`config.mk`:
```
export PLATFORM = sky130hd
export DESIGN_NAME = hazard_ctrl_flat
export DESIGN_NICKNAME = d
export VERILOG_FILES = /design/src/rtl/hazard_ctrl_pkg.sv /design/src/rtl/hazard_ctrl_if.sv /design/src/rtl/hazard_ctrl_match.sv /design/src/rtl/hazard_ctrl.sv /design/src/flat_wrapper.sv
export SDC_FILE = /design/constraint.sdc
export NUM_CORES = 1
export LEC_CHECK = 0
export CORE_MARGIN = 5
export CORE_UTILIZATION = 63
export CTS_CLUSTER_SIZE = 40
export DETAILED_ROUTE_END_ITERATION = 10
export DONT_BUFFER_PORTS = 1
export PLACE_DENSITY = 0.78
export SETUP_SLACK_MARGIN = 0.2
export SLEW_MARGIN = 0
export SYNTH_ARGS = -nofsm -noshare
export SYNTH_HDL_FRONTEND = slang
export SYNTH_HIERARCHICAL = 1
export SYNTH_SLANG_ARGS = --single-unit
export TNS_END_PERCENT = 100
```
`constraint.sdc`:
```
create_clock -name clk -period 3.5 [get_ports clk]
set_input_delay 0.875 -clock clk [delete_from_list [all_inputs] [get_ports clk]]
set_output_delay 0.875 -clock clk [all_outputs]
set_load 0.02 [all_outputs]
```
`src/rtl/hazard_ctrl_pkg.sv`:
```
// Shared codes for the pipeline hazard controller: operand-use sentinel,
// forwarding-mux select encodings and the result-latency classes.
package hazard_ctrl_pkg;

    // Tuse value meaning "this operand is not read by the instruction"
    localparam logic [1:0] TUSE_NONE   = 2'b11;

    // D-stage forwarding selects (fwd_rs_D / fwd_rt_D)
    localparam logic [1:0] FWD_RF      = 2'b00;
    localparam logic [1:0] FWD_E       = 2'b01;
    localparam logic [1:0] FWD_M       = 2'b10;
    localparam logic [1:0] FWD_W       = 2'b11;

    // E-stage forwarding selects (fwd_rs_E / fwd_rt_E)
    localparam logic [1:0] FWD_EX_IDEX = 2'b00;
    localparam logic [1:0] FWD_EX_M    = 2'b01;
    localparam logic [1:0] FWD_EX_W    = 2'b10;

    // Result latency, counted from E entry
    localparam logic [1:0] TNEW_PC8    = 2'd0;
    localparam logic [1:0] TNEW_ALU    = 2'd1;
    localparam logic [1:0] TNEW_LOAD   = 2'd2;

    // Scoreboard stage indices
    localparam int unsigned STG_E = 0;
    localparam int unsigned STG_M = 1;
    localparam int unsigned STG_W = 2;

endpackage

```
`src/rtl/hazard_ctrl_if.sv`:
```
// Decoder <-> hazard controller bundle: D-stage operand/destination info in,
// stall and forwarding-mux selects out.
interface hazard_ctrl_if #(
    parameter int RAW = 5,
    parameter int TW  = 2
);
    logic [RAW-1:0] d_rs;
    logic [RAW-1:0] d_rt;
    logic [TW-1:0]  d_tuse_rs;
    logic [TW-1:0]  d_tuse_rt;
    logic [RAW-1:0] d_dst;
    logic [TW-1:0]  d_tnew;
    logic           d_we;

    logic           stall;
    logic           flush_E;
    logic [1:0]     fwd_rs_D;
    logic [1:0]     fwd_rt_D;
    logic [1:0]     fwd_rs_E;
    logic [1:0]     fwd_rt_E;
    logic           fwd_rt_M;

    // Decode side: presents D-stage info, consumes pipeline controls
    modport master (
        output d_rs, d_rt, d_tuse_rs, d_tuse_rt, d_dst, d_tnew, d_we,
        input  stall, flush_E, fwd_rs_D, fwd_rt_D, fwd_rs_E, fwd_rt_E, fwd_rt_M
    );

    // Hazard controller side
    modport slave (
        input  d_rs, d_rt, d_tuse_rs, d_tuse_rt, d_dst, d_tnew, d_we,
        output stall, flush_E, fwd_rs_D, fwd_rt_D, fwd_rs_E, fwd_rt_E, fwd_rt_M
    );
endinterface

```
`src/rtl/hazard_ctrl_match.sv`:
```
// One source-register vs. one in-flight producer comparison.
// hit:   the producer writes this register (register 0 never matches).
// ready: hit and the producer's result already exists (tnew == 0).
module hazard_ctrl_match #(
    parameter int RAW = 5,
    parameter int TW  = 2
) (
    input  logic [RAW-1:0] src,
    input  logic [RAW-1:0] dst,
    input  logic           we,
    input  logic [TW-1:0]  tnew,
    output logic           hit,
    output logic           ready
);

    // Producer match and result availability
    always_comb begin
        hit   = we && (dst == src) && (src != '0);
        ready = hit && (tnew == '0);
    end

endmodule

```
`src/rtl/hazard_ctrl.sv`:
```
// Pipeline hazard controller for the 5-stage core. Keeps a scoreboard entry
// for the instructions in E, M and W, ages their Tnew each cycle, and from
// that plus the D-stage decode produces stall/flush and every forwarding select.
module hazard_ctrl #(
    parameter int RAW = 5,
    parameter int TW  = 2
) (
    input  logic        clk,
    input  logic        reset,
    hazard_ctrl_if.slave hz
);
    import hazard_ctrl_pkg::*;

    typedef struct packed {
        logic [RAW-1:0] dst;
        logic [TW-1:0]  tnew;
        logic           we;
        logic [RAW-1:0] rs;
        logic [RAW-1:0] rt;
    } entry_t;

    entry_t e_q, m_q, w_q;
    entry_t d_info;
    logic   stall;

    // Per-stage producer view used by the D-stage comparators
    logic [RAW-1:0] stg_dst  [3];
    logic [TW-1:0]  stg_tnew [3];
    logic           stg_we   [3];

    // D-stage operands against E/M/W (bit index = STG_*)
    logic [2:0] rs_hit, rs_rdy, rt_hit, rt_rdy;
    // E-stage operands against M/W (bit 0 = M, bit 1 = W)
    logic [1:0] ers_hit, ers_rdy, ert_hit, ert_rdy;
    // M-stage store data against W
    logic       mrt_hit, mrt_rdy;

    // W keeps its operand fields only for scoreboard completeness
    logic unused_w_ops;
    assign unused_w_ops = ^{w_q.rs, w_q.rt};

    // Move one stage down the pipe: result is one cycle closer, never below 0
    function automatic entry_t age(input entry_t x);
        entry_t y;
        y = x;
        if (x.tnew != '0) begin
            y.tnew = x.tnew - TW'(1);
        end
        return y;
    endfunction

    // Stall verdict for one D operand; the youngest matching producer decides,
    // older producers of the same register are shadowed by it. W never stalls.
    function automatic logic op_stall(input logic [2:0]    hit,
                                      input logic [TW-1:0] tnew_e,
                                      input logic [TW-1:0] tnew_m,
                                      input logic [TW-1:0] tuse);
        logic r;
        r = 1'b0;
        if (tuse != TUSE_NONE) begin
            if (hit[STG_E]) begin
                r = (tnew_e > tuse);
            end else if (hit[STG_M]) begin
                r = (tnew_m > tuse);
            end
        end
        return r;
    endfunction

    // D-stage select: youngest matching producer, forwarded only once ready
    function automatic logic [1:0] fwd_d_sel(input logic [2:0] hit,
                                             input logic [2:0] rdy);
        logic [1:0] sel;
        sel = FWD_RF;
        if (hit[STG_E]) begin
            sel = rdy[STG_E] ? FWD_E : FWD_RF;
        end else if (hit[STG_M]) begin
            sel = rdy[STG_M] ? FWD_M : FWD_RF;
        end else if (hit[STG_W]) begin
            sel = rdy[STG_W] ? FWD_W : FWD_RF;
        end
        return sel;
    endfunction

    // E-stage select: M shadows W when both write the register
    function automatic logic [1:0] fwd_e_sel(input logic [1:0] hit,
                                             input logic [1:0] rdy);
        logic [1:0] sel;
        sel = FWD_EX_IDEX;
        if (hit[0]) begin
            sel = rdy[0] ? FWD_EX_M : FWD_EX_IDEX;
        end else if (hit[1]) begin
            sel = rdy[1] ? FWD_EX_W : FWD_EX_IDEX;
        end
        return sel;
    endfunction

    // Gather the D-stage instruction into scoreboard form
    always_comb begin
        d_info      = '0;
        d_info.dst  = hz.d_dst;
        d_info.tnew = hz.d_tnew;
        d_info.we   = hz.d_we;
        d_info.rs   = hz.d_rs;
        d_info.rt   = hz.d_rt;
    end

    // Flatten the scoreboard into per-stage producer arrays
    always_comb begin
        stg_dst[STG_E]  = e_q.dst;
        stg_tnew[STG_E] = e_q.tnew;
        stg_we[STG_E]   = e_q.we;
        stg_dst[STG_M]  = m_q.dst;
        stg_tnew[STG_M] = m_q.tnew;
        stg_we[STG_M]   = m_q.we;
        stg_dst[STG_W]  = w_q.dst;
        stg_tnew[STG_W] = w_q.tnew;
        stg_we[STG_W]   = w_q.we;
    end

    for (genvar s = 0; s < 3; s++) begin : g_dcmp
        hazard_ctrl_match #(.RAW(RAW), .TW(TW)) u_rs (
            .src   (hz.d_rs),
            .dst   (stg_dst[s]),
            .we    (stg_we[s]),
            .tnew  (stg_tnew[s]),
            .hit   (rs_hit[s]),
            .ready (rs_rdy[s])
        );
        hazard_ctrl_match #(.RAW(RAW), .TW(TW)) u_rt (
            .src   (hz.d_rt),
            .dst   (stg_dst[s]),
            .we    (stg_we[s]),
            .tnew  (stg_tnew[s]),
            .hit   (rt_hit[s]),
            .ready (rt_rdy[s])
        );
    end

    for (genvar s = 0; s < 2; s++) begin : g_ecmp
        hazard_ctrl_match #(.RAW(RAW), .TW(TW)) u_rs (
            .src   (e_q.rs),
            .dst   (stg_dst[s+1]),
            .we    (stg_we[s+1]),
            .tnew  (stg_tnew[s+1]),
            .hit   (ers_hit[s]),
            .ready (ers_rdy[s])
        );
        hazard_ctrl_match #(.RAW(RAW), .TW(TW)) u_rt (
            .src   (e_q.rt),
            .dst   (stg_dst[s+1]),
            .we    (stg_we[s+1]),
            .tnew  (stg_tnew[s+1]),
            .hit   (ert_hit[s]),
            .ready (ert_rdy[s])
        );
    end

    hazard_ctrl_match #(.RAW(RAW), .TW(TW)) u_mrt (
        .src   (m_q.rt),
        .dst   (w_q.dst),
        .we    (w_q.we),
        .tnew  (w_q.tnew),
        .hit   (mrt_hit),
        .ready (mrt_rdy)
    );

    // Scoreboard advance; a stalled D instruction leaves a bubble in E
    always_ff @(posedge clk) begin
        if (reset) begin
            e_q <= '0;
            m_q <= '0;
            w_q <= '0;
        end else begin
            w_q <= age(m_q);
            m_q <= age(e_q);
            e_q <= stall ? '0 : d_info;
        end
    end

    // Stall OR-tree and forwarding priority encoders
    always_comb begin
        stall       = op_stall(rs_hit, e_q.tnew, m_q.tnew, hz.d_tuse_rs)
                    | op_stall(rt_hit, e_q.tnew, m_q.tnew, hz.d_tuse_rt);
        hz.stall    = stall;
        hz.flush_E  = stall;
        hz.fwd_rs_D = fwd_d_sel(rs_hit, rs_rdy);
        hz.fwd_rt_D = fwd_d_sel(rt_hit, rt_rdy);
        hz.fwd_rs_E = fwd_e_sel(ers_hit, ers_rdy);
        hz.fwd_rt_E = fwd_e_sel(ert_hit, ert_rdy);
        hz.fwd_rt_M = mrt_hit & mrt_rdy;
    end

endmodule

```
`src/flat_wrapper.sv`:
```
// flat-port wrapper written by rule: the top's interface ports become plain ports
module hazard_ctrl_flat import hazard_ctrl_pkg::*;
#(
    parameter int RAW = 5,
    parameter int TW  = 2
)
  (clk, reset, hz_d_rs, hz_d_rt, hz_d_tuse_rs, hz_d_tuse_rt, hz_d_dst, hz_d_tnew, hz_d_we, hz_stall, hz_flush_E, hz_fwd_rs_D, hz_fwd_rt_D, hz_fwd_rs_E, hz_fwd_rt_E, hz_fwd_rt_M);
  hazard_ctrl_if #(.RAW(RAW), .TW(TW)) hz_i ();
  input  logic clk;
  input  logic reset;
  input wire logic [$bits(hz_i.d_rs)-1:0] hz_d_rs;
  input wire logic [$bits(hz_i.d_rt)-1:0] hz_d_rt;
  input wire logic [$bits(hz_i.d_tuse_rs)-1:0] hz_d_tuse_rs;
  input wire logic [$bits(hz_i.d_tuse_rt)-1:0] hz_d_tuse_rt;
  input wire logic [$bits(hz_i.d_dst)-1:0] hz_d_dst;
  input wire logic [$bits(hz_i.d_tnew)-1:0] hz_d_tnew;
  input wire logic [$bits(hz_i.d_we)-1:0] hz_d_we;
  output wire logic [$bits(hz_i.stall)-1:0] hz_stall;
  output wire logic [$bits(hz_i.flush_E)-1:0] hz_flush_E;
  output wire logic [$bits(hz_i.fwd_rs_D)-1:0] hz_fwd_rs_D;
  output wire logic [$bits(hz_i.fwd_rt_D)-1:0] hz_fwd_rt_D;
  output wire logic [$bits(hz_i.fwd_rs_E)-1:0] hz_fwd_rs_E;
  output wire logic [$bits(hz_i.fwd_rt_E)-1:0] hz_fwd_rt_E;
  output wire logic [$bits(hz_i.fwd_rt_M)-1:0] hz_fwd_rt_M;
  assign hz_i.d_rs = hz_d_rs;
  assign hz_i.d_rt = hz_d_rt;
  assign hz_i.d_tuse_rs = hz_d_tuse_rs;
  assign hz_i.d_tuse_rt = hz_d_tuse_rt;
  assign hz_i.d_dst = hz_d_dst;
  assign hz_i.d_tnew = hz_d_tnew;
  assign hz_i.d_we = hz_d_we;
  assign hz_stall = hz_i.stall;
  assign hz_flush_E = hz_i.flush_E;
  assign hz_fwd_rs_D = hz_i.fwd_rs_D;
  assign hz_fwd_rt_D = hz_i.fwd_rt_D;
  assign hz_fwd_rs_E = hz_i.fwd_rs_E;
  assign hz_fwd_rt_E = hz_i.fwd_rt_E;
  assign hz_fwd_rt_M = hz_i.fwd_rt_M;
  hazard_ctrl #(.RAW(RAW), .TW(TW)) u_core (.clk(clk), .reset(reset), .hz(hz_i));
endmodule
```
Word-level counts from Yosys, hierarchy flattened
Cells that the tools add are included.
W data, S select, Z words.
{"block": "totals", "regBits": 39, "input_bits": 24, "out_inout_bits": 11, "wordCells": 105}
{"block": "classes", "add_sub_neg": 2, "n_lt_le_gt_ge": 4, "n_eq_ne": 13, "n_mux": 28, "bitwise": 2, "reduce_logical": 44}
{"cell": "$eq A5 B5 Y1", "n": 11}
{"cell": "$mux W2", "n": 18}
{"cell": "$logic_and A1 B1 Y1", "n": 33}
{"cell": "$reduce_bool A5 Y1", "n": 5}
{"cell": "$mux W1", "n": 10}
{"cell": "$gt A2 B2 Y1", "n": 4}
{"cell": "$logic_not A2 Y1", "n": 3}
{"cell": "$ne A2 B2 Y1 const B", "n": 2}
{"cell": "$reduce_bool A2 Y1", "n": 2}
{"cell": "$sub A2 B1 Y2 const B", "n": 2}
{"cell": "$reduce_or A2 Y1", "n": 1}
{"cell": "$and A1 B1 Y1", "n": 1}
{"cell": "$or A1 B1 Y1", "n": 1}

Depth between registers and ports, before layout
Gate-level depths: netlist of the first run.
{"block": "logic_depth", "word_depth": 8, "depth_mapped": 8, "mapped_depth_nobuf": 7}

Cells and area by module
The synthesis of the first run kept the hierarchy.
{"module": "hazard_ctrl", "n_inst": 1, "cells_per_inst": 131, "area_per_inst_um2": 1505.2, "seq_area_each_um2": 780.7}
{"module": "hazard_ctrl_match", "n_inst": 11, "cells_per_inst": 13, "area_per_inst_um2": 90.1, "seq_area_each_um2": 0.0}

Worst setup path after synthesis of the first run
Ideal clock, no wire load.
{"block": "synth_path", "path_kind": "input port to output port", "from": "input hz_d_rs[4]", "to": "output hz_stall", "arrival_time_ps": 2599, "required_time_ps": 2625, "slack_ps": 26, "stages": 8, "path_buffers": 1, "path_cell_list": "or4_1 nor2_2 nor3_1 a32oi_1 o31ai_2 a21oi_2 or2_1 buf_4"}
{"block": "synth_via", "word_cells_on_any_way": 11, "classes_between": "eq/ne (2); mux (3); bitwise (1); reduce/logical (5)"}
{"item": "from (decl)", "line": "flat_wrapper.sv:11", "text": "input wire logic [$bits(hz_i.d_rs)-1:0] hz_d_rs;"}
{"item": "$eq A5 B5 Y1", "line": "hazard_ctrl_match.sv:18", "text": "hit = we && (dst == src) && (src != '0);"}
{"item": "$logic_and A1 B1 Y1", "line": "hazard_ctrl_match.sv:18"}
{"item": "$logic_and A1 B1 Y1 (*)", "line": "hazard_ctrl_match.sv:18"}
{"item": "named net u_core.rs_hit[0]", "line": "hazard_ctrl.sv:32", "text": "logic [2:0] rs_hit, rs_rdy, rt_hit, rt_rdy;"}
{"item": "$mux W1 (*)", "line": "hazard_ctrl.sv:61", "text": "if (hit[STG_E]) begin"}
{"item": "$mux W1 (*)", "line": "hazard_ctrl.sv:60", "text": "if (tuse != TUSE_NONE) begin"}
{"item": "$or A1 B1 Y1 (*)", "line": "hazard_ctrl.sv:184", "text": "| op_stall(rt_hit, e_q.tnew, m_q.tnew, hz.d_tuse_rt);"}
{"item": "to (decl)", "line": "flat_wrapper.sv:18", "text": "output wire logic [$bits(hz_i.stall)-1:0] hz_stall;"}
The timed path passes the listed nets; every way through them passes the cells marked *.

Worst setup path after layout of the first run
{"block": "layout_path", "from": "input hz_d_rs[4]", "to": "output hz_flush_E"}
{"block": "layout_via", "word_cells_on_any_way": 11, "classes_between": "eq/ne (2); mux (3); bitwise (1); reduce/logical (5)"}
{"item": "$eq A5 B5 Y1", "line": "hazard_ctrl_match.sv:18"}
{"item": "$logic_and A1 B1 Y1", "line": "hazard_ctrl_match.sv:18"}
{"item": "$logic_and A1 B1 Y1 (*)", "line": "hazard_ctrl_match.sv:18"}
{"item": "named net u_core.rs_hit[0]", "line": "hazard_ctrl.sv:32"}
{"item": "$mux W1 (*)", "line": "hazard_ctrl.sv:61"}
{"item": "$mux W1 (*)", "line": "hazard_ctrl.sv:60"}
{"item": "$or A1 B1 Y1 (*)", "line": "hazard_ctrl.sv:184"}
{"item": "to (decl)", "line": "flat_wrapper.sv:19", "text": "output wire logic [$bits(hz_i.flush_E)-1:0] hz_flush_E;"}
Marks and branches as above.

==> impl_metrics.tcl, run 1 <==
set metrics [dict create \
    dieArea_sq_mm 0.005321 \
    status "complete, no violations" \
    syn_inst 274 \
    cts_tree "built" \
    rows 22 \
    dpl.hpwl_mm 4.261 \
    rsz0062_at_grt "no" \
    fin_crit_sh 0.9064 \
    fp.dieH_um 72.95 \
    yosys.cell_types.count 31 \
    irDropWorstVdd_v 0.0002223 \
    start_kind "input port" \
    synth_fp_nets 306 \
    worstMarginPinSlew_ns 0.5074 \
    synth.avg_cell_area_sq_um 9.110 \
    drt_wl_total_mm 6.083 \
    worst_ep_arrival_time_ns 2.30 \
    top_layer "met4" \
    r2r_slack_ns 1.23 \
    fillers 314 \
    mappedNetlistArea_sq_mm 0.002496 \
    max_cap_violations 0 \
    track_usage 0.2482 \
    crit_required_ns 2.62 \
    cts_buffers 5 \
    ys_warn_count 6 \
    path_class "in -> out" \
    rr_endpoint "u_core/e_q[1]" \
    grt_max_degree 40 \
    crit_end "hz_flush_E" \
    vias 2014 \
    cts_max_path_buffers 2 \
    yosys-top-cells-area "dfxtp_1, xnor2_1, nor4b_1, nor4b_2, nor2b_1" \
    grt_pass1_wl_mm 10.12 \
    path_max_fanout 7 \
    io_pins 35 \
    fmax_ghz 0.3152 \
    firstDrtPassIters 4 \
    drive_above_1_share 0.1566 \
    setup_tns_ns 0 \
    cts_sinks 39 \
    postCtsSetupRepairBufs 0 \
    core_area_sq_mm 0.003744 \
    design_area_sq_mm 0.002675 \
    drc 0 \
    clock_latency_ns 0.29 \
    mostFrequentLayoutCell "xnor2_1" \
    h-tree-depth 2 \
    yosysSeqAreaShare 0.3128 \
    reg2reg_depth 8 \
    cp-startpoint "hz_d_rs[4]" \
    worst_clock_skew_ns 0.003849 \
    diodes 0 \
    grt_pass1_vias 2002 \
    synth.largest_area_cell "dfxtp_1" \
    wl_met3_um 487 \
    areaGrowthSynthToFinish_pct 7.168 \
    r2r_start "u_core/e_q[13]" \
    routedWlPerCell_um 18.49 \
    power_leakage_nw 0.8451 \
    antenna_left 0 \
    final-setup-viol-count 0 \
    antenna_found_initial 0 \
    placed_cell_area_sq_mm 0.002566 \
    synth_top_area_frac 0.3128 \
    nets 312 \
    worstSetupEndpointType "primary output" \
    path_clk_slew_ns 0.08 \
    routed_via_density 6.122 \
    hold_class "reg -> reg" \
    power_density_mw_per_mm2 359.5 \
    ys_ff_latch 39 \
    cts_root_buffer "clkbuf_8" \
    drt-met1-wl_mm 2.617 \
    start_util 0.6668 \
    die_w_um 72.95 \
    dr_wl_met2_mm 2.860 \
    gp_congestion 0.8774 \
    dr.first_iter.drc_count 127 \
    final_cell_mix "xnor2_1, dfxtp_1, nor2b_1" \
    slew_violations 0 \
    period_needed_ns 3.172 \
    timing_hold_violations_final 0 \
    portBuffers 0 \
    relSlewSlack 0.6613 \
    overflow 0 \
]
## worst min path at each step
| stage | cells past startpoint | endpoint | start |
|---|---|---|---|
| 6_report | 1 | u_core/m_q[11] | u_core/e_q[11] |
| 4_1_cts | 1 | u_core/m_q[11] | u_core/e_q[11] |
| 3_5_place_dp | 1 | u_core/m_q[11] | u_core/e_q[11] |
| 5_1_grt | 1 | u_core/m_q[11] | u_core/e_q[11] |
| 3_3_place_gp | 1 | u_core/m_q[11] | u_core/e_q[11] |
| 2_1_floorplan | 1 | u_core/m_q[11] | u_core/e_q[11] |
## through the flow
step	total power, W	util	hold slack [ns]	cells	setup slack (ns)
finish	0.0009618	0.7146	0.5011	329	0.3277
global route	0.001004	0.7146	0.5246	329	0.2349
CTS	0.0009636	0.7132	0.4947	329	0.2577
detailed placement	0.0006306	0.6855	0.4863	321	0.2707
global placement	0.0006271	0.6855	0.4798	321	0.3519
floorplan	0.0006113	-	0.4443	274	0.1185
## cell usage after synthesis
library cell  number
xnor2_1           44
nand3_1           11
nand2b_1          11
nor4b_1           19
dfxtp_1           39
a32oi_1            2
a21oi_1            2
a21oi_2            2
nand3b_1           2
nor3b_1            4
buf_2              1
buf_6              1
ha_1               8
o211ai_2           1
o2111ai_1         11
nor2b_1           21
inv_1             16
o31ai_2            2
buf_4              2
o211ai_1           1
and2_1             3
or2_1              1
nor2_1            13
or4_1             11
inv_2              1
nor4b_2           10
nand2_1            8
o21ai_0            2
clkbuf_1           3
nor2_2            11
nor3_1            11
## power breakdown
part / internal, W / switching (W)
Combinational: 0.0000738 / 0.0000538
Sequential: 0.000463 / 0.0000315
Clock: 0.000179 / 0.000160
Total: 0.000716 / 0.000245
## what timing repair did
action / in CTS / in global routing
gates resized for setup: 0 / 1
setup endpoints to repair: 0 / 2
hold buffers: 0 / 0
## metal layers
| metal | vias up | GRT usage |
|---|---|---|
| met5 | - | 0 |
| met4 | 0 | 0.07582 |
| met3 | 14 | 0.06749 |
| met2 | 80 | 0.4078 |
| met1 | 937 | 0.3162 |
| li1 | 983 | - |
## cell type report
cell class | count | area [sq um] | area share
well taps | 48 | 60.06 | 0.02245
flip-flops and latches | 39 | 780.7 | 0.2919
inverters | 17 | 63.81 | 0.02385
multi-input cells | 211 | 1622 | 0.6062
clock inverters | 1 | 7.507 | 0.002806
repair buffers | 6 | 45.04 | 0.01684
clock buffers | 7 | 96.34 | 0.03601
## worst max-delay path, cell delays in order
cell and delay, ns:
or4_1 0.47, nor2_2 0.13, nor3_2 0.08, a32oi_1 0.25
o31ai_2 0.10, a21oi_2 0.17, or2_4 0.22
## registers in the layout (all words and copies together) (netlist names)
register	count
u_core/stg_dst	5
u_core/stg_tnew	2
u_core/m_q	13
u_core/e_q	18
u_core/stg_we	1
## cells by family (layout without fill, tap and decap cells)
kind of cell / count (synthesis) / count (layout) / share of synthesized area
buf+inv: 24 / 31 / 0.04260
compound gates: 23 / 23 / 0.07870
flops: 39 / 39 / 0.3128
fa+ha+maj: 8 / 8 / 0.04010
xor+xnor: 44 / 44 / 0.1544
simple gates: 136 / 136 / 0.3714
No activity file was read; power rests on OpenSTA's default activity.
==> run 2, diff against run 1 <==
CORE_UTILIZATION = 57   (was 63)
PLACE_DENSITY = 0.74   (was 0.78)
clock period = 2.8 ns   (was 3.5 ns; I/O delays follow)
==> run 2 against run 1 <==
The run now ends with negative setup slack left. Via count up 7.0%. Combinational power grew 55%. Clock power increased by 12%. Core utilization is 2.4 points lower. Clock skew rose by 0.0023 ns. First-iteration DRC count up 47%. Die area is 9.1% higher. Flip-flop and latch count stayed put. Highest routed layer unchanged.
==> impl_metrics.tcl, run 2 (synthesis results as in run 1) <==
set metrics [dict create \
    dpl.hpwl_mm 4.335 \
    final-setup-viol-count 2 \
    worstSetupEndpointType "primary output" \
    h-tree-depth 2 \
    path_cells "or4_4 > nor2_4 > nor3_4 > a32oi_2 > o31ai_4 > a21oi_2 > or2_4" \
    power_frac_comb 0.167 \
    setup_tns_ns -0.1033 \
    crit_required_ns 2.10 \
    cts_root_buffer "clkbuf_8" \
    largest_reg_flops 18 \
    mostFrequentLayoutCell "xnor2_1" \
    rows 24 \
    cts_sinks 39 \
    drc 0 \
    start_util 0.5813 \
    gp_congestion 0.8809 \
    antenna_found_initial 0 \
    antenna_left 0 \
    grt_pass1_vias 2176 \
    path_max_fanout 5 \
    hold_class "in -> reg" \
    core_area_sq_mm 0.004294 \
    worstMarginPinSlew_ns 0.4189 \
    dieArea_sq_mm 0.005803 \
    status "complete, but fails checks" \
    p_int_w 0.0008636 \
    cts_max_path_buffers 2 \
    clock_latency_ns 0.30 \
    routed_via_density 6.140 \
    clockPowerShare 0.318 \
    portBuffers 0 \
    fillers 331 \
    power_density_mw_per_mm2 402.5 \
    max_cap_violations 0 \
    vias 2155 \
    period_needed_ns 2.852 \
    irDropWorstVdd_v 0.0003025 \
    dr.first_iter.drc_count 187 \
    critPathMaxStageDelay_ns 0.54 \
    fp.dieH_um 76.18 \
    slew_violations 0 \
    grt_pass1_wl_mm 10.72 \
    grt_max_degree 40 \
    top_register "u_core/e_q" \
    drt_wl_total_mm 6.712 \
    firstDrtPassIters 4 \
    slowest_stage "or4_4" \
    finalPower_w 0.001193 \
    fin_crit_sh 1.018 \
    rsz0062_at_grt "yes" \
    track_usage 0.2298 \
    overflow 0 \
    path_class "reg -> out" \
    timing_hold_violations_final 0 \
    drive_above_1_share 0.2977 \
    netSwitchingPower_w 0.0003295 \
    dp.cells 334 \
    relSlewSlack 0.7204 \
    die_w_um 76.18 \
    worst_ep_arrival_time_ns 2.15 \
    holdWs_ns 0.4689 \
    power_leakage_nw 0.9631 \
    cts_buffers 5 \
    cp_num_buf_inv 0 \
    final_cell_mix "xnor2_1, dfxtp_1, buf_4" \
    path_clk_slew_ns 0.08 \
    io_pins 35 \
    nets 330 \
    routedWlPerCell_um 19.12 \
    areaGrowthSynthToFinish_pct 18.75 \
    fin_ws_ns -0.05164 \
    fmax_ghz 0.3507 \
    layout.cells.non_filler 351 \
    cts_tree "built" \
    start_kind "register" \
    worst_clock_skew_ns 0.006147 \
    switching_share 0.2762 \
    diodes 0 \
    seqPwrFrac 0.515 \
    crit_family "simple AND/OR/NAND/NOR gates" \
    violations "negative setup slack" \
]
==> run 2: cell types whose count changed in the layout (fill, tap and decap cells not counted), moves of 3 or more <==
cell and delta:
buf_4 +16, dfxtp_1 -10, dfxtp_2 +7, dfxtp_4 +3, nor2_2 -3, nor2_4 +5, nor3_1 -3, nor3_4 +4
or4_1 -4, or4_4 +4
==> run 2: routing by layer <==
| layer | part of all wire | GRT usage | routed length (um) |
|---|---|---|---|
| met3 | 0.050 | 0.05201 | 336 |
| met5 | 0 | 0 | 0 |
| met2 | 0.52 | 0.3810 | 3469 |
| met4 | 0.015 | 0.1031 | 99 |
| met1 | 0.42 | 0.2823 | 2807 |
==> run 2: power by group through the flow <==
stage	sequential (W)	combinational, W	clock [W]
finish	0.000614	0.000199	0.000380
global route	0.000618	0.000221	0.000413
CTS	0.000613	0.000184	0.000385
detailed placement	0.000629	0.000166	0
global placement	0.000629	0.000160	0
floorplan	0.000619	0.000146	0
==> run 2: final cells by class <==
class / instances / area (sq um) / area share
Clock buffer: 6 / 72.57 / 0.02448
Timing Repair Buffer: 24 / 187.7 / 0.06332
Multi-Input combinational cell: 211 / 1762 / 0.5943
Sequential cell: 39 / 800.8 / 0.2702
Tap cell: 52 / 65.06 / 0.02195
Clock inverter: 2 / 12.51 / 0.004221
Inverter: 17 / 63.81 / 0.02153
==> run 2: worst register-to-register path, stage by stage (launching register included) <==
cell     delay [ns]
dfxtp_1        0.37
buf_6          0.15
xnor2_1        0.12
nand3_1        0.18
nor3_4         0.28
inv_2          0.10
o31ai_4        0.26
a21oi_2        0.06
buf_4          0.23
nor4b_1        0.35
==> run 2: worst paths after layout <==
| check | startpoint | to | slack [ns] | cells past startpoint |
|---|---|---|---|---|
| setup / recovery | u_core/e_q[15] | hz_flush_E | -0.05 | 7 |
| hold / removal | reset | u_core/e_q[2] | 0.47 | 1 |
| setup reg to reg | u_core/e_q[13] | u_core/e_q[0] | 0.60 | 9 |
| hold reg to reg | u_core/e_q[11] | u_core/m_q[11] | 0.48 | 1 |
==> run 2: repair_timing <==
action / in CTS / in global routing
setup endpoints to repair: 8 / 9
hold buffers: 0 / 0
buffers inserted: 6 / 3
pin swaps: 8 / 8
resized for setup: 26 / 17
==> run 2: per-stage QoR <==
| step | area (sq um) | setup slack, ns | utilization |
|---|---|---|---|
| 4_1_cts | 2864 | -0.04045 | 0.6670 |
| 2_1_floorplan | 2516 | -0.2053 | - |
| 6_report | 2964 | -0.05164 | 0.6903 |
| 3_3_place_gp | 2648 | -0.02433 | 0.6166 |
| 5_1_grt | 2964 | -0.1294 | 0.6903 |
| 3_5_place_dp | 2648 | -0.1422 | 0.6166 |
==> run 3, diff against run 2 <==
PLACE_DENSITY = 0.82   (was 0.74)
==> run 3 against run 2 <==
The flow still finishes with violations (negative setup slack). Wire length increased by 16%. Via count increased by 8.4%. Critical path type unchanged. Sequential power increased by 0.8%. Sequential share of layout area decreased by 0.080 points.
==> impl_metrics.tcl, run 3 (synthesis results as in run 1) <==
set metrics [dict create \
    fin_crit_sh 1.035 \
    timing_hold_violations_final 0 \
    core_area_sq_mm 0.004294 \
    hold_class "in -> reg" \
    die_w_um 76.18 \
    period_needed_ns 2.898 \
    crit_required_ns 2.10 \
    violations "negative setup slack" \
    dieArea_sq_mm 0.005803 \
    top_register "u_core/e_q" \
    start_kind "register" \
    drive_above_1_share 0.3113 \
    max_cap_violations 0 \
    slew_violations 0 \
    routedWlPerCell_um 22.02 \
    cts_hold_buf 0 \
    status "complete, but fails checks" \
    dpl.hpwl_mm 4.154 \
    dp.cells 330 \
    track_usage 0.2330 \
    io_pins 35 \
    start_util 0.5813 \
    mostFrequentLayoutCell "xnor2_1" \
    diodes 0 \
    fmax_ghz 0.3450 \
    largest_reg_flops 18 \
    grt_pass1_vias 2283 \
    overflow 0 \
    portBuffers 0 \
    worst_ep_arrival_time_ns 2.20 \
    fp.dieH_um 76.18 \
    firstDrtPassIters 5 \
    path_max_fanout 7 \
    dr.first_iter.drc_count 191 \
    rows 24 \
    final-setup-viol-count 3 \
    gp_congestion 0.8653 \
    clock_latency_ns 0.29 \
    power_leakage_nw 1.007 \
    cts_sinks 39 \
    worstSetupEndpointType "primary output" \
    cts_root_buffer "clkbuf_8" \
    antenna_left 0 \
    irDropWorstVdd_v 0.0003805 \
    drc 0 \
    worstMarginPinSlew_ns 0.4466 \
    areaGrowthSynthToFinish_pct 20.40 \
    layout.cells.non_filler 354 \
    relSlewSlack 0.6981 \
    cts_max_path_buffers 2 \
    final_cell_mix "xnor2_1, buf_4, dfxtp_1" \
    grt_max_degree 40 \
    vias 2336 \
    rsz0062_at_grt "yes" \
    nets 333 \
    power_density_mw_per_mm2 435.4 \
    worst_clock_skew_ns 0.008623 \
    h-tree-depth 2 \
    fin_ws_ns -0.09839 \
    drt_wl_total_mm 7.795 \
    holdWs_ns 0.4655 \
    path_class "reg -> out" \
    cts_buffers 5 \
    cts_tree "built" \
    routed_via_density 6.599 \
    grt_pass1_wl_mm 11.05 \
    antenna_found_initial 0 \
    path_clk_slew_ns 0.08 \
]
run 3: cell types whose count changed in the layout (fill, tap and decap cells not counted), sizes merged:
cell | before | now
clkinvlp | 1 | 0
bufinv | 0 | 1
buf | 24 | 27
run 3: final cells by class:
cell class / count / area [sq um]
inverter: 17 / 63.81
sequential: 39 / 809.5
tap: 52 / 65.06
clock buffer: 6 / 82.58
timing repair buffer: 27 / 206.4
fill: 285 / 1289
multi-input combinational: 211 / 1743
clock inverter: 2 / 35.03
run 3: repair_timing:
| action | 4_1_cts | 5_1_grt |
|---|---|---|
| pin swaps | 9 | 8 |
| gates resized for setup | 27 | 15 |
| setup buffers | 12 | 4 |
| endpoints found under the setup margin | 8 | 9 |
run 3: worst max-delay path, stage by stage, from the launching register on:
cell     delay [ns]
dfxtp_2        0.40
or4_4          0.17
nor2_4         0.04
buf_4          0.12
buf_4          0.12
buf_4          0.12
buf_4          0.12
nor4b_1        0.35
nand2_1        0.11
o21ai_1        0.15
buf_4          0.19
run 3: worst paths after layout:
path,from,endpoint,slack [ns],cells past startpoint
worst max-delay path,u_core/e_q[16],hz_fwd_rt_D[0],-0.1,10
worst max register to register,u_core/e_q[17],u_core/e_q[16],0.31,9
worst min register to register,u_core/e_q[14],u_core/m_q[14],0.50,1
worst min-delay path,reset,u_core/stg_dst[4],0.47,1
run 3: metal layers:
metal,share of wire,up-vias,wire [um],track usage
met3,0.094,45,733,0.06147
met1,0.37,1103,2846,0.2637
li1,-,1033,-,-
met4,0.054,0,420,0.1399
met5,0,-,0,0
met2,0.49,155,3796,0.3887
run 3: power by group:
group          internal [W]  total (W)  switching, W
logic              0.000114   0.000208     0.0000939
clock network      0.000288   0.000482      0.000194
registers          0.000578   0.000619     0.0000408
total              0.000980    0.00131      0.000328
run 3: through the flow:
step | total power [W] | setup WS (ns) | area [sq um] | utilization | setup TNS (ns)
CTS | 0.001275 | 0.02237 | 2908 | 0.6772 | 0
global route | 0.001357 | -0.1765 | 3005 | 0.6999 | -0.5609
detailed placement | 0.0007894 | -0.01777 | 2618 | 0.6096 | -0.03550
global placement | 0.0007833 | 0.03401 | 2618 | 0.6096 | 0
finish | 0.001309 | -0.09839 | 3005 | 0.6999 | -0.2852
floorplan | 0.0007656 | -0.2053 | 2516 | - | -0.2888
